$ cat config.mk
export PLATFORM = sky130hd
export DESIGN_NAME = parking_slot_controller
export DESIGN_NICKNAME = d
export VERILOG_FILES = /design/src/rtl/parking_pkg.sv /design/src/rtl/parking_input_conditioner.sv /design/src/rtl/parking_slot_controller.sv
export SDC_FILE = /design/constraint.sdc
export NUM_CORES = 1
export LEC_CHECK = 0
export CORE_ASPECT_RATIO = 0.6
export CORE_UTILIZATION = 52
export DETAILED_ROUTE_END_ITERATION = 16
export PLACE_DENSITY = 0.81
export SLEW_MARGIN = 20
export SYNTH_ARGS = -nofsm -noshare
export SYNTH_HDL_FRONTEND = slang
export SYNTH_SLANG_ARGS = --single-unit
export TNS_END_PERCENT = 50
$ cat constraint.sdc
create_clock -name CLK -period 5.7 [get_ports CLK]
set_clock_uncertainty 0.05 [all_clocks]
set_input_delay 1.14 -clock CLK [delete_from_list [all_inputs] [get_ports CLK]]
set_output_delay 1.14 -clock CLK [all_outputs]
set_load 0.03 [all_outputs]
$ cat src/rtl/parking_pkg.sv
// Shared constants, FSM state type and slot-search helper for the car park
// occupancy controller.
package parking_pkg;

  localparam int unsigned N_SLOTS = 4;
  localparam int unsigned SLOT_W  = 2;
  localparam int unsigned CAP_W   = 3;

  // E-vector patterns: all slots taken / all slots free.
  localparam logic [N_SLOTS-1:0] FULL_MASK  = 4'b0000;
  localparam logic [N_SLOTS-1:0] EMPTY_MASK = 4'b1111;

  typedef enum logic [1:0] {
    IDLE   = 2'd0,
    ENTER  = 2'd1,
    LEAVE  = 2'd2,
    REJECT = 2'd3
  } park_state_t;

  // Index of the lowest set bit of the free-flag vector; 0 when none is set.
  function automatic logic [SLOT_W-1:0] lowest_free(input logic [N_SLOTS-1:0] e);
    logic [SLOT_W-1:0] idx;
    logic              found;
    idx   = '0;
    found = 1'b0;
    for (int unsigned i = 0; i < N_SLOTS; i++) begin
      if (e[i] && !found) begin
        idx   = SLOT_W'(i);
        found = 1'b1;
      end
    end
    return idx;
  endfunction

endpackage

$ cat src/rtl/parking_input_conditioner.sv
// Conditions one raw push-button/sensor input: 2-FF synchronizer, optional
// debounce filter, then rising-edge detection giving one 1-cycle pulse per
// press. Debounce is built only when PARKING_DEBOUNCE_EN is defined.
module parking_input_conditioner
  import parking_pkg::*;
#(
  parameter int unsigned DEBOUNCE_CYCLES = 1000000
) (
  input  logic i_clk,
  input  logic i_rst_n,
  input  logic i_raw,
  output logic o_pulse
);

  logic r_sync1;
  logic r_sync2;
  logic r_prev;
  logic w_level;

  // A zero-depth filter could never settle, so reject it at elaboration.
  if (DEBOUNCE_CYCLES == 0) begin : g_bad_depth
    $error("DEBOUNCE_CYCLES must be nonzero");
  end

  // Two-stage synchronizer for the asynchronous raw input.
  always_ff @(posedge i_clk or negedge i_rst_n) begin
    if (!i_rst_n) begin
      r_sync1 <= 1'b0;
      r_sync2 <= 1'b0;
    end else begin
      r_sync1 <= i_raw;
      r_sync2 <= r_sync1;
    end
  end

`ifdef PARKING_DEBOUNCE_EN
  localparam int unsigned CNT_W = $clog2(DEBOUNCE_CYCLES + 1);

  logic [CNT_W-1:0] r_cnt;
  logic             r_level;

  // Accept a new level only after it has differed for DEBOUNCE_CYCLES cycles in a row.
  always_ff @(posedge i_clk or negedge i_rst_n) begin
    if (!i_rst_n) begin
      r_cnt   <= '0;
      r_level <= 1'b0;
    end else if (r_sync2 != r_level) begin
      if (r_cnt == CNT_W'(DEBOUNCE_CYCLES - 1)) begin
        r_level <= r_sync2;
        r_cnt   <= '0;
      end else begin
        r_cnt <= r_cnt + 1'b1;
      end
    end else begin
      r_cnt <= '0;
    end
  end

  assign w_level = r_level;
`else
  assign w_level = r_sync2;
`endif

  // Previous conditioned level, for rising-edge detection.
  always_ff @(posedge i_clk or negedge i_rst_n) begin
    if (!i_rst_n) begin
      r_prev <= 1'b0;
    end else begin
      r_prev <= w_level;
    end
  end

  assign o_pulse = w_level & ~r_prev;

endmodule

$ cat src/rtl/parking_slot_controller.sv
// Occupancy controller for a 4-slot car park: conditions entry/exit requests,
// allocates and frees slots, and drives barrier/reject strobes for GATE_CYCLES
// cycles. Optional input debounce is enabled by defining PARKING_DEBOUNCE_EN.
module parking_slot_controller
  import parking_pkg::*;
#(
  parameter int unsigned GATE_CYCLES     = 50000000,
  parameter int unsigned DEBOUNCE_CYCLES = 1000000
) (
  input  logic       CLK,
  input  logic       RST_N,
  input  logic       car_in,
  input  logic       car_out,
  input  logic [1:0] out_slot,
  output logic [1:0] location,
  output logic [2:0] capacity,
  output logic [3:0] E,
  output logic       gate_in,
  output logic       gate_out,
  output logic       reject
);

  localparam int unsigned TMR_W = (GATE_CYCLES > 1) ? $clog2(GATE_CYCLES) : 1;
  localparam logic [TMR_W-1:0] TMR_LOAD = TMR_W'(GATE_CYCLES - 1);

  logic w_in_pulse;
  logic w_out_pulse;

  park_state_t         r_state;
  logic [N_SLOTS-1:0]  r_e;
  logic [CAP_W-1:0]    r_cap;
  logic [SLOT_W-1:0]   r_location;
  logic [SLOT_W-1:0]   r_slot;
  logic [TMR_W-1:0]    r_timer;
  logic                r_pend_in;
  logic                r_pend_out;
  logic                r_gate_in;
  logic                r_gate_out;
  logic                r_reject;

  parking_input_conditioner #(
    .DEBOUNCE_CYCLES(DEBOUNCE_CYCLES)
  ) u_cond_in (
    .i_clk   (CLK),
    .i_rst_n (RST_N),
    .i_raw   (car_in),
    .o_pulse (w_in_pulse)
  );

  parking_input_conditioner #(
    .DEBOUNCE_CYCLES(DEBOUNCE_CYCLES)
  ) u_cond_out (
    .i_clk   (CLK),
    .i_rst_n (RST_N),
    .i_raw   (car_out),
    .o_pulse (w_out_pulse)
  );

  // Registered lowest-free-slot encoder; lags E by one cycle, which is safe
  // because every allocation is preceded by at least one gate-state cycle.
  always_ff @(posedge CLK or negedge RST_N) begin
    if (!RST_N) begin
      r_location <= '0;
    end else if (r_e == FULL_MASK) begin
      r_location <= '0;
    end else begin
      r_location <= lowest_free(r_e);
    end
  end

  // Pending-request capture, exit-first arbitration, slot bookkeeping and
  // gate timing. The IDLE-state clears are written after the captures so that
  // they win; a pulse landing on an already-set flag is dropped either way.
  always_ff @(posedge CLK or negedge RST_N) begin
    if (!RST_N) begin
      r_state    <= IDLE;
      r_e        <= EMPTY_MASK;
      r_cap      <= CAP_W'(N_SLOTS);
      r_slot     <= '0;
      r_timer    <= '0;
      r_pend_in  <= 1'b0;
      r_pend_out <= 1'b0;
      r_gate_in  <= 1'b0;
      r_gate_out <= 1'b0;
      r_reject   <= 1'b0;
    end else begin
      if (w_in_pulse && !r_pend_in) begin
        r_pend_in <= 1'b1;
      end
      if (w_out_pulse && !r_pend_out) begin
        r_pend_out <= 1'b1;
        r_slot     <= out_slot;
      end

      unique case (r_state)
        IDLE: begin
          if (r_pend_out) begin
            r_pend_out <= 1'b0;
            r_timer    <= TMR_LOAD;
            if (!r_e[r_slot]) begin
              r_e[r_slot] <= 1'b1;
              r_cap       <= r_cap + 1'b1;
              r_gate_out  <= 1'b1;
              r_state     <= LEAVE;
            end else begin
              r_reject <= 1'b1;
              r_state  <= REJECT;
            end
          end else if (r_pend_in) begin
            r_pend_in <= 1'b0;
            r_timer   <= TMR_LOAD;
            if (r_cap != '0) begin
              r_e[r_location] <= 1'b0;
              r_cap           <= r_cap - 1'b1;
              r_gate_in       <= 1'b1;
              r_state         <= ENTER;
            end else begin
              r_reject <= 1'b1;
              r_state  <= REJECT;
            end
          end
        end
        ENTER, LEAVE, REJECT: begin
          if (r_timer == '0) begin
            r_gate_in  <= 1'b0;
            r_gate_out <= 1'b0;
            r_reject   <= 1'b0;
            r_state    <= IDLE;
          end else begin
            r_timer <= r_timer - 1'b1;
          end
        end
        default: r_state <= IDLE;
      endcase
    end
  end

  assign location = r_location;
  assign capacity = r_cap;
  assign E        = r_e;
  assign gate_in  = r_gate_in;
  assign gate_out = r_gate_out;
  assign reject   = r_reject;

endmodule
==> flow_summary.json <==
{
  "final_area_um2": 2740,
  "core_area_um2": 4280,
  "max_cap_viol_count": 0,
  "crit_path_max_fanout": 5,
  "finalNetCount": 253,
  "finalWirelength_mm": 5.36,
  "leakagePower_nw": 0.991,
  "r2r_slack_ns": 2.97,
  "grtUsageTotal_pct": 24.0,
  "power.share.combinational_pct": 32.8,
  "tightest_slew_ns": 1.04,
  "dp_slack_ns": 3.00,
  "cts.sinks": 50,
  "powerDensity_nw_per_um2": 462,
  "grt_pass1_wl_mm": 8.66,
  "die_w_um": 90.0,
  "htreeDepth": 2,
  "hold_path_startpoint": "u_cond_out.r_sync1",
  "layout_setup_ws_ns": 2.93,
  "grt_max_degree": 51,
  "p_seq_share_pct": 47.4,
  "synthCells": 227,
  "relSlewSlack_pct": 30.1,
  "min_period_ns": 2.77,
  "cp_data_required_time_ns": 4.51,
  "cp.depth": 1,
  "crit_family": "buffers and inverters",
  "critical_path_buf_inv_count": 1,
  "cts.path.max_buffers": 2,
  "swShare_pct": 38.0,
  "drt_pre_antenna_iters": 4,
  "drt_iter0_markers": 155,
  "antenna_found_initial": 0,
  "synth_flop_cell": "dfrtp_1",
  "whs_ns": 0.306,
  "syn_to_final_growth_pct": 13.4,
  "synth_cell_type_count": 55,
  "final.period_utilization_pct": 48.6,
  "place_hpwl_mm": 3.84,
  "routabilityCongestion": 0.896,
  "net-switching-power_mw": 0.481,
  "cts_buffers": 5,
  "yosysMostFrequentCell": "dfrtp_1",
  "cts_tree": "yes",
  "io_buffers": 17,
  "crit_type": "reg2out",
  "ff2ff_path_depth": 7,
  "synth_seq_cells": 50,
  "grt_pass1_vias": 1665,
  "cp_data_arrival_time_ns": 1.58,
  "die_y_um": 54.8,
  "ys_seq_area_share_pct": 52.0,
  "rsz0062_at_grt": "false",
  "min_path_type": "reg2reg",
  "power.internal_mw": 0.786,
  "cp-start-kind": "register",
  "syn-num-nets": 235,
  "reg2reg_from": "r_timer[0]",
  "yosys_warnings": 0,
  "finalHoldViolCount": 0,
  "cp_cell_sequence": "clkdlybuf4s50_1",
  "grt-ovfl-total": 0,
  "rows": 18,
  "cp-end-kind": "output port",
  "vias_per_cell": 6.42,
  "diodes": 0,
  "cts-root-buf": "clkbuf_8",
  "synth_area_leaders": "dfrtp_1 (47%), dfstp_2 (5.4%), nor3_1 (2.5%), nor2_1 (2.5%), nand2_1 (2.3%)",
  "cts_resized": 0,
  "final.setup.tns_ns": 0,
  "syn_area_per_cell_um2": 10.6,
  "status": "finished, final reports clean",
  "wire_per_inst_um": 17.5,
  "start_util_pct": 56.5,
  "synth_area_um2": 2420,
  "post-synth-top-area-cell": "dfrtp_1",
  "slowest_stage": "clkdlybuf4s50_1",
  "hold_end": "u_cond_out.r_sync2",
  "finalSetupViolations": 0,
  "synth_common_cells": "dfrtp_1 (45), nor2_1 (16), nand2_1 (15)",
  "remaining_drc_errors": 0,
  "holdPathStages": 0,
  "place_area_um2": 2630,
  "peakVddDrop_uv": 233,
  "dieArea_um2": 4930,
  "antenna_left": 0,
  "cts_setup_buffers": 0,
  "hold_buffers": 0,
  "r2r-end": "r_timer[10]",
  "slowest_delay_ns": 0.69,
  "clkTransAtPathRegs_ns": 0.09,
  "drive_above_1_share_pct": 13.0,
  "max_freq_ghz": 0.361,
  "synth_edf_count": 0,
  "vias": 1965,
  "yosysTopAreaCellShare_pct": 46.6,
  "drv_slew": 0,
  "clk_latency_ns": 0.31,
  "clockPowerShare_pct": 19.7,
  "async_flop_share_pct": 100,
  "ios": 18
}
## per-layer routing
| layer | global-route usage, % | share of wire, % |
|---|---|---|
| met2 | 31.8 | 40 |
| met5 | 1.04 | 0 |
| met1 | 37.9 | 52 |
| met4 | 7.53 | 0.71 |
| met3 | 5.14 | 7.3 |
## through the flow
step	cells	util [%]	power, mW
floorplan	227	-	0.859
global placement	298	61.5	1.00
detailed placement	298	61.5	1.02
CTS	306	64.0	1.26
global route	306	64.0	1.35
finish	306	64.0	1.27
## layout by cell type (no fill, tap or decap), drive strengths merged, types with 5 or more instances in the layout
cell type,netlist,layout
nor2,16,16
dfstp,5,5
nor4,9,9
clkdlybuf4s50,0,16
nand2,15,15
dfrtp,45,45
nor3,12,12
o211ai,5,5
or4,7,7
o21ai,16,16
inv,6,6
or2,5,5
a211oi,7,7
nand3,5,5
a21oi,5,5
a31oi,6,6
clkbuf,5,6
## cells by family after synthesis
family	share of synthesized area, %
AO/OA/AOI/OAI	18.7
XOR/XNOR	2.17
adder cells (fa/ha/maj)	1.35
buffers and inverters	2.69
flip-flops	52.0
multiplexers	2.74
AND/OR/NAND/NOR	20.3
## power groups by stage
stage | registers [mW] | logic [mW] | clock network [mW]
2_1_floorplan | 0.642 | 0.217 | 0
3_3_place_gp | 0.596 | 0.404 | 0
3_5_place_dp | 0.604 | 0.415 | 0
4_1_cts | 0.598 | 0.415 | 0.252
5_1_grt | 0.618 | 0.459 | 0.271
6_report | 0.601 | 0.416 | 0.250
## how the worst max path moves through the flow
stage | startpoint | endpoint | slack (ns)
after global routing | r_timer[0] | r_timer[10] | 2.69
after global placement | r_timer[12] | r_timer[8] | 3.18
after floorplan | r_timer[0] | r_timer[10] | 3.30
final | E[3] | E[3] | 2.93
after detailed placement | r_timer[0] | r_timer[10] | 3.00
after CTS | E[3] | E[3] | 2.93
## state kept, by name (all words and copies together), names as in the netlist, 2 cells and up
register,flops
E,4
capacity,3
location,2
r_slot,2
r_state,2
r_timer,26
## layout make-up
class,count,area [um2]
Fill cell,336,1540
Sequential cell,50,1260
Multi-Input combinational cell,163,1090
Timing Repair Buffer,19,180
Tap cell,60,75.1
Clock buffer,6,72.6
Clock inverter,2,37.5
Inverter,6,22.5
No activity file was read; power rests on OpenSTA's default activity.
